--- src/rtl/control_seleccion_frecuencia_pkg.sv ---
// control_seleccion_frecuencia_pkg
// Shared definitions for the button sequencer in front of the frequency
// selector: FSM state encoding, step direction codes and selector width.
package control_seleccion_frecuencia_pkg;

    // Width of the selector code f.
    localparam int SEL_W = 6;

    // Sequencer FSM states.
    typedef enum logic [2:0] {
        ST_IDLE    = 3'd0,
        ST_STEP    = 3'd1,
        ST_HOLD    = 3'd2,
        ST_REPEAT  = 3'd3,
        ST_LOCK    = 3'd4,
        ST_RELEASE = 3'd5
    } estado_t;

    // Step request codes on botones.
    localparam logic [1:0] DIR_UP   = 2'b10;
    localparam logic [1:0] DIR_DOWN = 2'b01;
    localparam logic [1:0] DIR_NONE = 2'b00;

    function automatic int max_int(input int a, input int b);
        return (a > b) ? a : b;
    endfunction

endpackage

--- src/rtl/control_seleccion_frecuencia_if.sv ---
// control_seleccion_frecuencia_if
// Link between the sequencer and the frequency selector.
//   ENf      : selector enable, one-cycle step pulse
//   botones  : step direction (DIR_UP / DIR_DOWN / DIR_NONE)
//   f_actual : current selector code fed back to the sequencer
// master = sequencer side, slave = selector side.
interface control_seleccion_frecuencia_if;
    import control_seleccion_frecuencia_pkg::*;

    logic             ENf;
    logic [1:0]       botones;
    logic [SEL_W-1:0] f_actual;

    modport master (output ENf, output botones, input f_actual);
    modport slave  (input ENf, input botones, output f_actual);
endinterface

--- src/rtl/control_seleccion_frecuencia_antirrebote.sv ---
// antirrebote
// Two-flop synchronizer followed by a debounce counter for one raw button.
//   clk   : system clock
//   rst   : synchronous, active-high reset
//   din   : raw asynchronous, bouncing button input
//   level : debounced level; flips only after DEBOUNCE_CYCLES consecutive
//           synchronised samples that differ from it
module antirrebote #(
    parameter int DEBOUNCE_CYCLES = 500000
) (
    input  logic clk,
    input  logic rst,
    input  logic din,
    output logic level
);

    localparam int CW = $clog2(DEBOUNCE_CYCLES);

    logic [1:0]    sync;
    logic [CW-1:0] cnt;

    always_ff @(posedge clk) begin
        if (rst) begin
            sync  <= 2'b00;
            cnt   <= '0;
            level <= 1'b0;
        end else begin
            sync <= {sync[0], din};
            // Any sample agreeing with the current level restarts the count.
            if (sync[1] == level) begin
                cnt <= '0;
            end else if (cnt == CW'(DEBOUNCE_CYCLES - 1)) begin
                level <= ~level;
                cnt   <= '0;
            end else begin
                cnt <= cnt + 1'b1;
            end
        end
    end

endmodule

--- src/rtl/control_seleccion_frecuencia.sv ---
// control_seleccion_frecuencia
// Debounces the up/down buttons, arbitrates between them and issues
// single-cycle step requests to the frequency selector, with hold-to-repeat.
// Steps that would take the selector past 0 or F_MAX are suppressed.
//   clk      : system clock
//   rst      : synchronous, active-high reset
//   en       : mode enable; 0 forces IDLE with outputs 0
//   btn_up   : raw increment button
//   btn_down : raw decrement button
//   sel      : selector link (ENf, botones out; f_actual in)
//   ocupado  : high while a press is being handled (state != IDLE)
module control_seleccion_frecuencia
    import control_seleccion_frecuencia_pkg::*;
#(
    parameter int               DEBOUNCE_CYCLES = 500000,
    parameter int               HOLD_CYCLES     = 50000000,
    parameter int               REPEAT_CYCLES   = 10000000,
    parameter logic [SEL_W-1:0] F_MAX           = 6'd63
) (
    input  logic                           clk,
    input  logic                           rst,
    input  logic                           en,
    input  logic                           btn_up,
    input  logic                           btn_down,
    control_seleccion_frecuencia_if.master sel,
    output logic                           ocupado
);

    localparam int TW = $clog2(max_int(HOLD_CYCLES, REPEAT_CYCLES) + 1);

    logic          lvl_up, lvl_down;
    estado_t       state, state_next;
    logic [1:0]    dir, dir_next;
    logic [TW-1:0] timer, timer_next;
    logic          enf_next;
    logic [1:0]    bot_next;
    logic          latched, other, step_ok;

    antirrebote #(.DEBOUNCE_CYCLES(DEBOUNCE_CYCLES)) u_ar_up (
        .clk(clk), .rst(rst), .din(btn_up), .level(lvl_up)
    );
    antirrebote #(.DEBOUNCE_CYCLES(DEBOUNCE_CYCLES)) u_ar_down (
        .clk(clk), .rst(rst), .din(btn_down), .level(lvl_down)
    );

    // Button that started the press and the opposing one.
    assign latched = (dir == DIR_UP) ? lvl_up   : lvl_down;
    assign other   = (dir == DIR_UP) ? lvl_down : lvl_up;
    // A step is only requested if the selector can still move that way.
    assign step_ok = (dir == DIR_UP) ? (sel.f_actual != F_MAX)
                                     : (sel.f_actual != '0);

    always_comb begin
        state_next = state;
        dir_next   = dir;
        timer_next = timer;
        enf_next   = 1'b0;
        bot_next   = DIR_NONE;
        if (!en) begin
            state_next = ST_IDLE;
            timer_next = '0;
        end else begin
            case (state)
                ST_IDLE: begin
                    timer_next = '0;
                    if (lvl_up && lvl_down) begin
                        state_next = ST_LOCK;
                    end else if (lvl_up) begin
                        state_next = ST_STEP;
                        dir_next   = DIR_UP;
                    end else if (lvl_down) begin
                        state_next = ST_STEP;
                        dir_next   = DIR_DOWN;
                    end
                end
                ST_STEP: begin
                    if (step_ok) begin
                        enf_next = 1'b1;
                        bot_next = dir;
                    end
                    state_next = ST_HOLD;
                    timer_next = '0;
                end
                ST_HOLD: begin
                    if (other) begin
                        state_next = ST_LOCK;
                        timer_next = '0;
                    end else if (!latched) begin
                        state_next = ST_RELEASE;
                        timer_next = '0;
                    end else if (timer == TW'(HOLD_CYCLES - 1)) begin
                        state_next = ST_REPEAT;
                        timer_next = '0;
                    end else begin
                        timer_next = timer + 1'b1;
                    end
                end
                ST_REPEAT: begin
                    if (other) begin
                        state_next = ST_LOCK;
                        timer_next = '0;
                    end else if (!latched) begin
                        state_next = ST_RELEASE;
                        timer_next = '0;
                    end else if (timer == TW'(REPEAT_CYCLES - 1)) begin
                        // Timer restarts on every repeat so it never wraps.
                        if (step_ok) begin
                            enf_next = 1'b1;
                            bot_next = dir;
                        end
                        timer_next = '0;
                    end else begin
                        timer_next = timer + 1'b1;
                    end
                end
                ST_LOCK: begin
                    timer_next = '0;
                    if (!lvl_up && !lvl_down) state_next = ST_IDLE;
                end
                ST_RELEASE: begin
                    state_next = ST_IDLE;
                    timer_next = '0;
                end
                default: begin
                    state_next = ST_IDLE;
                    timer_next = '0;
                end
            endcase
        end
    end

    // Outputs are registered: a pulse decided in STEP/REPEAT shows up on the
    // following cycle; ocupado follows the state register exactly.
    always_ff @(posedge clk) begin
        if (rst) begin
            state       <= ST_IDLE;
            dir         <= DIR_NONE;
            timer       <= '0;
            sel.ENf     <= 1'b0;
            sel.botones <= DIR_NONE;
            ocupado     <= 1'b0;
        end else begin
            state       <= state_next;
            dir         <= dir_next;
            timer       <= timer_next;
            sel.ENf     <= enf_next;
            sel.botones <= bot_next;
            ocupado     <= (state_next != ST_IDLE);
        end
    end

endmodule

--- src/flat_wrapper.sv ---
// flat-port wrapper written by rule: the top's interface ports become plain ports
module control_seleccion_frecuencia_flat import control_seleccion_frecuencia_pkg::*;
#(
    parameter int               DEBOUNCE_CYCLES = 500000,
    parameter int               HOLD_CYCLES     = 50000000,
    parameter int               REPEAT_CYCLES   = 10000000,
    parameter logic [SEL_W-1:0] F_MAX           = 6'd63
)
  (clk, rst, en, btn_up, btn_down, ocupado, sel_ENf, sel_botones, sel_f_actual);
  control_seleccion_frecuencia_if sel_i ();
  input  logic clk;
  input  logic rst;
  input  logic en;
  input  logic btn_up;
  input  logic btn_down;
  output logic ocupado;
  output wire logic [$bits(sel_i.ENf)-1:0] sel_ENf;
  output wire logic [$bits(sel_i.botones)-1:0] sel_botones;
  input wire logic [$bits(sel_i.f_actual)-1:0] sel_f_actual;
  assign sel_ENf = sel_i.ENf;
  assign sel_botones = sel_i.botones;
  assign sel_i.f_actual = sel_f_actual;
  control_seleccion_frecuencia #(.DEBOUNCE_CYCLES(DEBOUNCE_CYCLES), .HOLD_CYCLES(HOLD_CYCLES), .REPEAT_CYCLES(REPEAT_CYCLES), .F_MAX(F_MAX)) u_core (.clk(clk), .rst(rst), .en(en), .btn_up(btn_up), .btn_down(btn_down), .sel(sel_i), .ocupado(ocupado));
endmodule
--- config.mk ---
export PLATFORM = sky130hd
export DESIGN_NAME = control_seleccion_frecuencia_flat
export DESIGN_NICKNAME = d
export VERILOG_FILES = /design/src/rtl/control_seleccion_frecuencia_pkg.sv /design/src/rtl/control_seleccion_frecuencia_if.sv /design/src/rtl/control_seleccion_frecuencia_antirrebote.sv /design/src/rtl/control_seleccion_frecuencia.sv /design/src/flat_wrapper.sv
export SDC_FILE = /design/constraint.sdc
export NUM_CORES = 1
export LEC_CHECK = 0
export BUFFER_PORTS_ARGS = -buffer_cell sky130_fd_sc_hd__buf_4
export CORE_UTILIZATION = 40
export DETAILED_ROUTE_END_ITERATION = 16
export GPL_TIMING_DRIVEN = 1
export HOLD_SLACK_MARGIN = 0.15
export PLACE_DENSITY = 0.67
export SYNTH_ARGS = -nofsm -noshare
export SYNTH_HDL_FRONTEND = slang
export SYNTH_SLANG_ARGS = --single-unit
--- constraint.sdc ---
create_clock -name clk -period 4.2 [get_ports clk]
set_clock_uncertainty 0.2 [all_clocks]
set_input_delay 0.42 -clock clk [delete_from_list [all_inputs] [get_ports clk]]
set_output_delay 0.42 -clock clk [all_outputs]
set_load 0.02 [all_outputs]
; ---- After elaboration in Yosys (flattened, before gate mapping)
; Cells that the tools add are included.
[op_classes]
addsub = 3
mul = 0
n_div = 0
order_cmp = 0
n_eq_ne = 12
shifts = 0
muxes = 33
bitwise = 6
reduce_logical = 14
[ops]
columns = operator, n
row1 = 26-bit two-way mux, 6
row2 = 26-bit one-hot mux with 2 select lines, 1
row3 = "19-bit by 1-bit adder with 19-bit output, second input constant", 2
row4 = "19-bit == test, second input constant", 2
row5 = 3-bit two-way mux, 10
row6 = "26-bit by 1-bit adder with 26-bit output, second input constant", 1
row7 = "26-bit by 24-bit == test with 1-bit output, second input constant", 1
row8 = "26-bit == test, second input constant", 1
row9 = 3-bit one-hot mux with 5 select lines, 1
row10 = 2-bit two-way mux, 6
row11 = 1-bit two-way mux, 7
row12 = "3-bit by 2-bit == test with 1-bit output, second input constant", 2
row13 = "6-bit inequality test, second input constant", 1
row14 = 1-bit inverter, 6
row15 = 6-bit nonzero test, 1
row16 = 3-bit OR reduction, 2
row17 = 2-bit one-hot mux with 2 select lines, 1
row18 = 2-bit AND reduction, 2
row19 = 4-bit AND reduction, 1
row20 = "3-bit by 1-bit == test with 1-bit output, second input constant", 1
row21 = "3-bit == test, second input constant", 1
row22 = 3-bit logical NOT, 1
row23 = 3-bit nonzero test, 1
row24 = 1-bit == test, 2
row25 = 6 further kinds, 8
[word_totals]
ff_bits = 79
latchBits = 0
mem_bits_rw = 0
mem_bits_ro = 0
output_inout_bits = 4
n_memories = 0

; ---- Logic depth before layout (Yosys ltp)
; Gate-level depths: netlist (run 1).
[logic_depth]
ltp_word = 7
depth_mapped = 7
ltp_nobuf = 5

; ---- By module
; From an unflattened synthesis (run 1), not the netlist that was laid out.
[unflattened]
cells_unflattened = 435
area_unflattened_um2 = 3803.6
[modules_own_cells]
columns = mod, instances, cells_per_inst, area_per_inst_um2
row1 = antirrebote, 2, 112, 996.0
row2 = control_seleccion_frecuencia, 1, 211, 1811.7

; ---- Least setup slack after synthesis (run 1)
; No wires, ideal clock.
[synth_timing]
kind = reg-to-reg
from = register u_core.timer[0]
to = register u_core.timer[2]
arrival_ps = 1763
required_ps = 3868
setup_slack_ps = 2105
stages_incl_launch_ff = 8
path_buffers = 2
synth_period_minus_slack_ps = 2095
cell_sequence = dfxtp_1 ha_1 and3_2 clkbuf_1 nand4_1 a21oi_1 buf_2 nor3_1
[synth_via]
elab_chain_len = 5
word_cells_on_any_way = 10
cone_classes = 1 x add/sub / 2 x eq/ne / 7 x mux
[synth_rtl]
columns = element, line
row1 = start: declaration, control_seleccion_frecuencia.sv:34  ; logic [TW-1:0] timer, timer_next;
row2 = start signal: assignment, control_seleccion_frecuencia.sv:145  ; timer <= timer_next;
row3 = 26-bit by 1-bit adder with 26-bit output (tied with other cells), "control_seleccion_frecuencia.sv:95, control_seleccion_frecuencia.sv:113"
row4 = 26-bit two-way mux (on tied branches), "control_seleccion_frecuencia.sv:105, control_seleccion_frecuencia.sv:91"
row5 = 26-bit two-way mux (on tied branches), "control_seleccion_frecuencia.sv:102, control_seleccion_frecuencia.sv:88"
row6 = 26-bit two-way mux (on tied branches), "control_seleccion_frecuencia.sv:99, control_seleccion_frecuencia.sv:85"
row7 = 26-bit one-hot mux with 2 select lines *, control_seleccion_frecuencia.sv:63  ; case (state)
; Every way passes the cells marked *; elsewhere a longest branch is shown, timed or not.
; A chain may end at the register's enable or synchronous reset.

; ---- Worst setup path in the final report (run 1)
[layout_timing]
from = input port rst
to = register u_core.timer[17]
[layout_via]
elab_chain_len = 1
[layout_rtl]
columns = element, line
row1 = start: declaration, flat_wrapper.sv:12  ; input logic rst;
row2 = 2-bit OR reduction (no source line), -
; No other way between the ends.

==> results of run 1 <==
==> synth_stat cells, drive strengths merged, types with 14 or more instances <==
master | number | area [µm²]
a211oi | 14 | 105
a21oi | 17 | 85.1
dfxtp | 79 | 1580
inv | 14 | 52.6
nand2 | 25 | 93.8
nand3 | 31 | 155
nor2 | 34 | 128
nor3 | 16 | 80.1
o21ai | 16 | 80.1
or3 | 15 | 95.1
or4 | 17 | 131
xnor2 | 16 | 140
xor2 | 19 | 166
==> cell type report <==
cell class	instances	area share [%]
multi-input combinational	313	48.2
sequential	79	38.1
tap	108	3.26
clock buffer	11	3.41
timing repair buffer	19	3.74
inverter	14	1.27
clock inverter	5	1.96
==> state kept, by name, summed over array words and instances (netlist names) <==
name,cells
u_core.u_ar_up.sync,2
u_core.dir,2
u_core.u_ar_down.sync,2
u_core.sel.botones,2
u_core.ocupado,1
u_core.sel.ENf,1
u_core.u_ar_up.level,1
u_core.u_ar_up.cnt,19
u_core.timer,26
u_core.state,3
u_core.u_ar_down.cnt,19
u_core.u_ar_down.level,1
==> what timing repair did <==
item | in CTS | in global routing
setup buffers | 0 | 0
resized for setup | 0 | 0
hold buffers | 5 | 0
hold endpoints to repair | 7 | 0
==> metal layers <==
layer  track usage, %  vias up
met4             5.05        0
met1             21.3     1462
li1                 -     1585
met5                0        -
met2             25.1       56
met3             4.01        8
==> power by group <==
group,total [µW],internal [µW],switching [µW]
registers,752,751,1.19
clock network,624,351,272
logic,21.3,12.1,9.22
==> worst max-delay path: stages <==
cell and delay [ns]:
dlygate4sd3_1 0.53, buf_4 0.17, nor3b_1 0.41, nand3_1 0.82, a211oi_1 0.51
==> worst max-delay path by stage <==
stage	start	endpoint	cells past startpoint
5_1_grt	rst	u_core.timer[20]$_SDFF_PP0_	5
3_3_place_gp	rst	u_core.timer[13]$_SDFF_PP0_	4
2_1_floorplan	u_core.timer[0]$_SDFF_PP0_	u_core.timer[2]$_SDFF_PP0_	7
3_5_place_dp	rst	u_core.timer[24]$_SDFF_PP0_	4
4_1_cts	rst	u_core.timer[17]$_SDFF_PP0_	5
6_report	rst	u_core.timer[17]$_SDFF_PP0_	5
==> cells by family (layout without fill, tap and decap cells) <==
family	count (synthesis)	after routing	share of synthesized area (%)
flops	79	79	42.7
compound gates	71	71	12.5
fa+ha+maj	4	4	1.35
xor+xnor	35	35	8.29
simple gates	201	201	31.2
buf+inv	31	49	3.31
mux	2	2	0.541
==> metrics by stage <==
stage	instance area [µm²]	std cells	hold slack (ns)	power [µW]	utilization, %
after detailed placement	3870	528	0.236	787	43.8
after global placement	3870	528	0.227	787	43.8
final	4150	549	0.221	1400	46.9
after floorplan	3700	423	0.214	777	-
after global routing	4150	549	0.223	1440	46.9
after CTS	4150	549	0.204	1410	46.9
==> impl_results.md, run 1 <==
* Fraction of layout cells with a size suffix above 1 at 8.84%
* Initial core utilization at 41.8%
* #FFs+latches synth at 79
* Avg Inst Size Synth at 8.75 µm²
* Synth Flop Type: dfxtp_1
* Crit path DAT at 2.88 ns
* Warnings from Yosys at 0
* DR pass1 iterations at 10
* Vias at 3111
* Fmax at 0.351 GHz
* Area growth from synthesis to layout at 12.1%
* Post-synth ARST share at 0%
* Largest net degree at the start of global routing at 27
* Die area at 0.00964 mm²
* Worst Hold Endpoint: u_core.state[2]$_SDFF_PP0_
* DRT iter0 DRCs at 133
* Core area at 0.00885 mm²
* Final Hold Fails at 0
* Cell area after synthesis at 0.00370 mm²
* # DRC at 2
* Register area at 0.00158 mm²
* Synth cell types at 49
* I/O pins at 15
* Worst Slack Setup Final at 1.35 ns
* Mapped Cells at 423
* Row Count at 34
* Sink Count at 79
* Leak at 0.00123 µW
* Reg2reg start: u_core.timer[0]$_SDFF_PP0_
* Clk slew on worst S/H paths at 0.08 ns
* Slew headroom at 19.0%
* DP HPWL at 5060 µm
* RSZ-0062 raised after global routing: no
* Post-synthesis sequential area ratio at 42.7%
* Most common cell after layout, fill and taps aside: dfxtp_1
* Setup_tns at 0 ns
* R2r setup slk at 1.69 ns
* Number of max-slew violations in the final report at 0
* Routability cong. at 0.813
* Worst VDD drop at 0.209 mV
* Crit share post-route at 67.7%
* Worst hold path depth at 3
* Min-delay src: en
* Register-to-Register Path Depth at 5
* H-tree Lvls at 3
* Worst reg2reg path endpoint: u_core.timer[1]$_SDFF_PP0_
* Fill count at 875
* Violations in the final reports: DRC
* Mapped Nets at 438
* Routed len/inst at 13.3 µm
* Setup violators final at 0
* Wire length on met1 at 3750 µm
* Place WS at 1.58 ns
* Aggregate global routing overflow at 0
* Commonest cells after routing, fill and taps aside: 79 x dfxtp_1, 34 x nor2_1, 31 x nand3_1
* Fin nets at 451
* Die Ht at 98.2 µm
* Met2 WL post-DR at 3240 µm
* Max-Cap Viols at 0
* EDFF count, synth at 0
* Pwr/cell area at 337 mW/mm²
* Diode count at 0
* Die width at 98.2 µm
* CP endpoint kind: flop
* CP Class: in -> reg
* Final Critical Period at 2.85 ns
* Bufs on Longest Clock Path at 2
* Maximum fanout along the worst path at 26
* Root Buffer: clkbuf_8
* Worst-Margin Slew at 1.21 ns
* Drt via density at 5.67
* CTS tree: yes
* I/O Buffers at 14
* Multi-input logic area at 0.00200 mm²
* Gr usage total at 15.9%
* Uppermost routed layer: met4
* First-pass GRT wire length at 12600 µm
* Num CTS Buffers at 9
* Hold Path Class: in -> reg
* Initial antenna violation count at 0
* Setup crit start kind: primary input
* Met3 Wirelength at 246 µm
* Critical Path RT at 4.24 ns
* Vias in the first global route at 2782
* Clock latency at the later pin of the worst-skew pair at 0.35 ns
* Total Wirelength at 7330 µm
* Status: complete, but fails checks
* DRT antenna net count at 0
No activity file was read; power rests on OpenSTA's default activity.
==> run 2, diff against run 1 <==
Settings changed: ABC_AREA from default to 1, PLACE_DENSITY 0.67 to 0.69.
Clock period 4.2 ns to 2.6 ns, I/O delays scaled along.
==> run 2 against run 1 <==
Net effect: the run now ends clean; via count increased by 19%; synthesized cell count increased by 41%; worst setup slack got worse by 1.2 ns; critical path depth increased by 3; flip-flop and latch count unchanged; non-clock buffer count increased by 5; cell count increased by 39%; synthesized area increased by 9.9%; power increased by 62%; sequential share of layout area decreased by 3.9 points; worst hold slack got worse by 0.012 ns; first-iteration DRC count increased by 13%.
==> impl_results.md, run 2 <==
* Max-Cap Viols at 0 (unchanged)
* Row Count at 36 (was 34)
* Sw Share at 19.4% (was 20.2%)
* Setup violators final at 0 (unchanged)
* Routability cong. at 0.900 (was 0.813)
* Mapped Nets at 612 (was 438)
* Maximum fanout along the worst path at 3 (was 26)
* Crit path cell chain: dlygate4sd3_1 -> buf_4 -> nor4_1 -> dlygate4sd3_1 -> a21oi_1 -> dlygate4sd3_1 -> nand2_1 -> nor2_1 (was dlygate4sd3_1 -> buf_4 -> nor3b_1 -> nand3_1 -> a211oi_1)
* Post-route cell area at 0.00462 mm² (was 0.00415 mm²)
* I/O pins at 15 (unchanged)
* Clock Power Share at 44.5% (was 44.6%)
* Post-synth ARST share at 0% (unchanged)
* Vias in the first global route at 3493 (was 2782)
* Slew headroom at 67.4% (was 19.0%)
* CP endpoint kind: flop (unchanged)
* Post-synthesis sequential area ratio at 38.9% (was 42.7%)
* Gr usage total at 17.4% (was 15.9%)
* Post-CTS Resized at 0 (unchanged)
* Cell area after synthesis at 0.00407 mm² (was 0.00370 mm²)
* Drt via density at 4.86 (was 5.67)
* #FFs+latches synth at 79 (unchanged)
* Critical Path RT at 2.64 ns (was 4.24 ns)
* Initial antenna violation count at 0 (unchanged)
* Die width at 103 µm (was 98.2 µm)
* Register-to-Register Path Depth at 9 (was 5)
* Largest net degree at the start of global routing at 26 (was 27)
* Crit share post-route at 92.5%
* Most common cell after layout, fill and taps aside: nand2_1 (was dfxtp_1)
* Worst-Margin Slew at 0.486 ns (was 1.21 ns)
* Status: finished clean (was complete, but fails checks)
* RSZ-0062 raised after global routing: no (unchanged)
* # DRC at 0 (was 2)
* Worst VDD drop at 0.299 mV (was 0.209 mV)
* Aggregate global routing overflow at 0 (unchanged)
* # hold bufs at CTS at 10 (was 5)
* Biggest register: u_core.timer (unchanged)
* Worst hold path depth at 2 (was 3)
* Sequential Power Share at 53.5% (was 53.8%)
* Vias at 3717 (was 3111)
* Setup_tns at 0 ns (unchanged)
* CTS tree: yes (unchanged)
* Mapped Cells at 597 (was 423)
* Crit-path max cell delay at 0.59 ns (was 0.82 ns)
* Die area at 0.0106 mm² (was 0.00964 mm²)
* Clock latency at the later pin of the worst-skew pair at 0.34 ns (was 0.35 ns)
* Warnings from Yosys at 0 (unchanged)
* Net Sw Power at 440 µW (was 283 µW)
* Uppermost routed layer: met4 (unchanged)
* DRT antenna net count at 0 (unchanged)
* Bufs on Longest Clock Path at 2 (unchanged)
* Synth area leader: dfxtp_1 (unchanged)
* Fraction of layout cells with a size suffix above 1 at 8.70% (was 8.84%)
* Count leader, synth: nand2_1 (was dfxtp_1)
* Post-synth top area share at 38.9% (was 42.7%)
* Root Buffer: clkbuf_8 (unchanged)
* H-tree Lvls at 3 (unchanged)
* CP Class: in -> reg (unchanged)
* DP HPWL at 6330 µm (was 5060 µm)
* Met2 WL post-DR at 4240 µm (was 3240 µm)
* Core area at 0.00982 mm² (was 0.00885 mm²)
* Final Hold Fails at 0 (unchanged)
* Sink Count at 79 (unchanged)
* Area growth from synthesis to layout at 13.5% (was 12.1%)
* DRT iter0 DRCs at 150 (was 133)
* Synth cell types at 32 (was 49)
* Clk slew on worst S/H paths at 0.07 ns (was 0.08 ns)
* Max reg flops at 26 (unchanged)
* Int Power at 1830 µW (was 1110 µW)
* Pwr/cell area at 492 mW/mm² (was 337 mW/mm²)
* Synth Flop Type: dfxtp_1 (unchanged)
* Hold Path Class: reg -> reg (was in -> reg)
* First-pass GRT wire length at 14700 µm (was 12600 µm)
* DP Area at 0.00429 mm² (was 0.00387 mm²)
* DR pass1 iterations at 4 (was 10)
* Post-CTS Repair Setup Buffers at 0 (unchanged)
* Num CTS Buffers at 9 (unchanged)
* Fin nets at 642 (was 451)
* Diode count at 0 (unchanged)
* Fmax at 0.416 GHz
* Synth top area cells: dfxtp_1 39%, nand2_1 12%, nor2_1 11%, inv_1 7.8%, xor2_1 5.0% (was dfxtp_1 43%, xor2_1 4.5%, nand3_1 4.2%, xnor2_1 3.8%, nor2_1 3.4%)
* Tot Pwr at 2270 µW (was 1400 µW)
* EDFF count, synth at 0 (unchanged)
* Final Critical Period at 2.40 ns
* Avg Inst Size Synth at 6.81 µm² (was 8.75 µm²)
* Total Wirelength at 8550 µm (was 7330 µm)
* Most frequent cells after synthesis: 133 x nand2_1, 118 x nor2_1, 84 x inv_1 (was 79 x dfxtp_1, 34 x nor2_1, 31 x nand3_1)
* Comb pwr share at 1.9% (was 1.5%)
* Wire length on met1 at 3820 µm (was 3750 µm)
* Crit path DAT at 2.45 ns (was 2.88 ns)
* Initial core utilization at 41.4% (was 41.8%)
* Commonest cells after routing, fill and taps aside: 133 x nand2_1, 118 x nor2_1, 84 x inv_1 (was 79 x dfxtp_1, 34 x nor2_1, 31 x nand3_1)
* Cell repeated most along the worst path: dlygate4sd3_1
* Met3 Wirelength at 323 µm (was 246 µm)
* CP max-delay cell: dlygate4sd3_1 (was nand3_1)
* I/O Buffers at 14 (unchanged)
* Number of max-slew violations in the final report at 0 (unchanged)
* Die Ht at 103 µm (was 98.2 µm)
* Setup crit start kind: primary input (unchanged)
* Leak at 0.00163 µW (was 0.00123 µW)
* Top flop regs: u_core.timer x26, u_core.u_ar_down.cnt x19, u_core.u_ar_up.cnt x19 (unchanged)
* Routed len/inst at 11.2 µm (was 13.3 µm)
-- run 2: cell types whose count changed after synthesis, sizes merged, moves of 7 or more --
cell | previous run | this run
or3 | 15 | 0
nor3 | 16 | 23
clkbuf | 13 | 0
and3 | 8 | 1
or4 | 17 | 0
nor2 | 34 | 124
o31ai | 12 | 0
a211oi | 14 | 2
inv | 14 | 86
nand2 | 25 | 139
nand4 | 13 | 24
-- run 2: worst max-delay path, delay by kind of cell --
kind,cells,cell delay [ns]
compound gates,1,0.06
buf+inv,4,1.80
simple gates,3,0.32
-- run 2: final timing paths --
path	endpoint	startpoint	slack, ns
min reg2reg	u_core.u_ar_down.sync[1]$_SDFF_PP0_	u_core.u_ar_down.sync[0]$_SDFF_PP0_	0.21
min	u_core.u_ar_down.sync[1]$_SDFF_PP0_	u_core.u_ar_down.sync[0]$_SDFF_PP0_	0.21
max reg2reg	u_core.state[1]$_SDFF_PP0_	u_core.state[1]$_SDFF_PP0_	0.54
max	u_core.sel.botones[1]$_SDFF_PP0_	sel_f_actual[4]	0.20
-- run 2: area by class of cell --
type / instances / area [µm²]
fillers: 1033 / 5200
multi-input cells: 427 / 2120
flip-flops and latches: 79 / 1580
inverters: 86 / 323
repair buffers: 24 / 205
well taps: 133 / 166
clock buffers: 13 / 159
clock inverters: 3 / 65.1
-- run 2: kinds of logic after synthesis --
group                    Yosys count  synth area share (%)
AND/OR/NAND/NOR                  356                  38.9
buffers and inverters             91                  9.08
flip-flops                        79                  38.9
AO/OA/AOI/OAI                     34                  4.77
XOR/XNOR                          33                  7.11
adder cells (fa/ha/maj)            4                  1.23
-- run 2: through the flow --
step                      setup slack (ns)  util, %  hold WS, ns  instances
after CTS                            0.236     47.0        0.221        765
after global routing                0.0994     47.0        0.224        765
final                                0.195     47.0        0.209        765
after detailed placement             0.610     43.7        0.209        739
after floorplan                      0.894        -        0.167        597
after global placement               0.673     43.7        0.200        739
-- run 2: power groups by stage --
stage	clock network, µW	logic, µW	registers [µW]
detailed placement	0	32.8	1240
CTS	1040	42.9	1210
global route	1090	47.6	1220
floorplan	0	17.8	1240
global placement	0	32.0	1240
finish	1010	43.3	1210
-- run 2: layer usage --
layer / global-route usage (%) / vias up
li1: - / 1940
met5: 0 / -
met2: 31.2 / 74
met3: 3.80 / 22
met4: 7.04 / 0
met1: 19.9 / 1681
==> run 3, diff against run 2 <==
Settings changed: CTS_BUF_LIST from default to sky130_fd_sc_hd__clkbuf_8.
==> run 3 against run 2 <==
Net effect: critical path depth stayed put; worst setup slack is essentially flat; via count about the same; combinational power hardly changed; first-iteration DRC count decreased by 0.67%; routed wire length is essentially flat; die area stayed put; worst hold slack stayed put; final area stayed put; register-to-register slack about the same; maximum frequency is essentially flat; critical path type unchanged; core utilization stayed put.
==> impl_results.md, run 3 (same netlist as run 2, synthesis figures left out) <==
* Status: finished clean (unchanged)
* Setup violators final at 0 (unchanged)
* Commonest cells after routing, fill and taps aside: 133 x nand2_1, 118 x nor2_1, 86 x inv_1 (was 133 x nand2_1, 118 x nor2_1, 84 x inv_1)
* Bufs on Longest Clock Path at 2 (unchanged)
* Area growth from synthesis to layout at 13.5% (unchanged)
* Most common cell after layout, fill and taps aside: nand2_1 (unchanged)
* R2r setup slk at 0.54 ns (about the same)
* Final Hold Fails at 0 (unchanged)
* Crit share post-route at 92.5% (about the same)
* Crit path DAT at 2.45 ns (about the same)
* Leak at 0.00164 µW (was 0.00163 µW)
* Crit path cell chain: dlygate4sd3_1 -> buf_4 -> nor4_1 -> dlygate4sd3_1 -> a21oi_1 -> dlygate4sd3_1 -> nand2_1 -> nor2_1 (unchanged)
* Gr usage total at 17.4% (unchanged)
* Total Wirelength at 8550 µm (about the same)
* Critical path buffer and inverter count at 4 (unchanged)
* DP HPWL at 6330 µm (unchanged)
* CP endpoint kind: flop (unchanged)
* Top flop regs: u_core.timer x26, u_core.u_ar_down.cnt x19, u_core.u_ar_up.cnt x19 (unchanged)
* Register-to-Register Path Depth at 9 (unchanged)
* Min-delay src: u_core.u_ar_down.sync[0]$_SDFF_PP0_ (unchanged)
* Number of max-slew violations in the final report at 0 (unchanged)
* Max-Cap Viols at 0 (unchanged)
* DRT antenna net count at 0 (unchanged)
* Fraction of layout cells with a size suffix above 1 at 8.70% (unchanged)
* Fill count at 1033 (unchanged)
* Largest net degree at the start of global routing at 26 (unchanged)
* # DRC at 0 (unchanged)
* H-tree Lvls at 3 (unchanged)
* Die width at 103 µm (unchanged)
* Worst VDD drop at 0.299 mV (about the same)
* Sink Count at 79 (unchanged)
* Setup_tns at 0 ns (unchanged)
* CP Class: in -> reg (unchanged)
* Worst Slack Setup Final at 0.195 ns (about the same)
* Diode count at 0 (unchanged)
* Max reg flops at 26 (unchanged)
* Worst Hold Endpoint: u_core.u_ar_down.sync[1]$_SDFF_PP0_ (unchanged)
* Post-CTS Resized at 0 (unchanged)
* DRT iter0 DRCs at 149 (was 150)
* Row Count at 36 (unchanged)
* Die area at 0.0106 mm² (unchanged)
* First-pass GRT wire length at 14700 µm (unchanged)
* Drt via density at 4.86 (about the same)
* Vias in the first global route at 3493 (unchanged)
* Family with the most delay on the worst path: buffers and inverters (unchanged)
* Root Buffer: clkbuf_8 (unchanged)
* DR pass1 iterations at 4 (unchanged)
* Maximum fanout along the worst path at 3 (unchanged)
* Aggregate global routing overflow at 0 (unchanged)
* Post-CTS Repair Setup Buffers at 0 (unchanged)
* Routability cong. at 0.900 (unchanged)
* CP startpoint: sel_f_actual[4] (unchanged)
* I/O pins at 15 (unchanged)
* Initial antenna violation count at 0 (unchanged)
* Pwr/cell area at 490 mW/mm² (was 492 mW/mm²)
* Clk slew on worst S/H paths at 0.07 ns (about the same)
* I/O Buffers at 14 (unchanged)
* Core area at 0.00982 mm² (unchanged)
* Initial core utilization at 41.4% (unchanged)
* RSZ-0062 raised after global routing: no (unchanged)
* Reg2reg start: u_core.state[1]$_SDFF_PP0_ (unchanged)
* Hold Path Class: reg -> reg (unchanged)
* Final Critical Period at 2.40 ns (about the same)
* Die Ht at 103 µm (unchanged)
* Vias at 3716 (was 3717)
* Worst hold path depth at 2 (unchanged)
* Slew headroom at 67.4% (unchanged)
* Fmax at 0.416 GHz (about the same)
* Crit-path max cell delay at 0.59 ns (about the same)
* # hold bufs at CTS at 10 (unchanged)
* Clock latency at the later pin of the worst-skew pair at 0.34 ns (about the same)
* CP max-delay cell: dlygate4sd3_1 (unchanged)
* Critical Path RT at 2.64 ns (about the same)
* Worst reg2reg path endpoint: u_core.state[1]$_SDFF_PP0_ (unchanged)
* Worst-Margin Slew at 0.486 ns (unchanged)
* Routed len/inst at 11.2 µm (about the same)
* Fin nets at 642 (unchanged)
* Biggest register: u_core.timer (unchanged)
* Num CTS Buffers at 9 (unchanged)
* Place WS at 0.610 ns (unchanged)
* Cell repeated most along the worst path: dlygate4sd3_1 (unchanged)
* Setup crit start kind: primary input (unchanged)
* CTS tree: yes (unchanged)
## run 3: changes by cell type in the layout (fill, tap and decap cells not counted)
cell / change
clkbuf_1: -2
inv_1: +2
## run 3: final cells by class
cell class | count | area, µm² | share of cell area, %
clock buffer | 11 | 151 | 3.28
clock inverter | 5 | 72.6 | 1.57
inverter | 86 | 323 | 6.99
multi-input combinational | 427 | 2120 | 45.8
sequential | 79 | 1580 | 34.3
tap | 133 | 166 | 3.61
timing repair buffer | 24 | 205 | 4.45
## run 3: how the worst max path moves through the flow
stage                                        end  slack [ns]  cells after the start
2_1_floorplan         u_core.timer[2]$_SDFF_PP0_        0.89                     11
3_3_place_gp   u_core.u_ar_up.cnt[15]$_SDFF_PP0_        0.67                      8
3_5_place_dp         u_core.timer[10]$_SDFF_PP0_        0.61                     10
4_1_cts                u_core.sel.ENf$_SDFF_PP0_        0.24                      8
5_1_grt                u_core.sel.ENf$_SDFF_PP0_         0.1                      8
6_report        u_core.sel.botones[1]$_SDFF_PP0_        0.20                      8
## run 3: report_power, final
group          switching [µW]  leakage [µW]  internal (µW)
clock                     417      0.000122            585
sequential               2.22      0.000637           1210
combinational            20.0      0.000883           23.3
total                     439       0.00164           1820
## run 3: tightest hold or removal path, cell delays in order (launching register included)
cell and delay [ns]:
dfxtp_1 0.30, inv_1 0.04, nor2_1 0.03
## run 3: stage by stage
stage | power [µW] | std cells | hold slack (ns) | cell area, µm² | util (%)
floorplan | 1260 | 597 | 0.167 | 4070 | -
global placement | 1280 | 739 | 0.200 | 4290 | 43.7
detailed placement | 1280 | 739 | 0.209 | 4290 | 43.7
CTS | 2290 | 765 | 0.221 | 4620 | 47.0
global route | 2350 | 765 | 0.224 | 4620 | 47.0
finish | 2260 | 765 | 0.209 | 4620 | 47.0
## run 3: metal layers
layer  track usage [%]  routed length, µm  vias to the layer above  share of wire, %
met5                 0                  0                        -                 0
met2              31.2               4230                       74                50
met1              19.9               3820                     1680                45
li1                  -                  -                     1940                 -
met4              7.04                168                        0               2.0
met3              3.80                323                       22               3.8
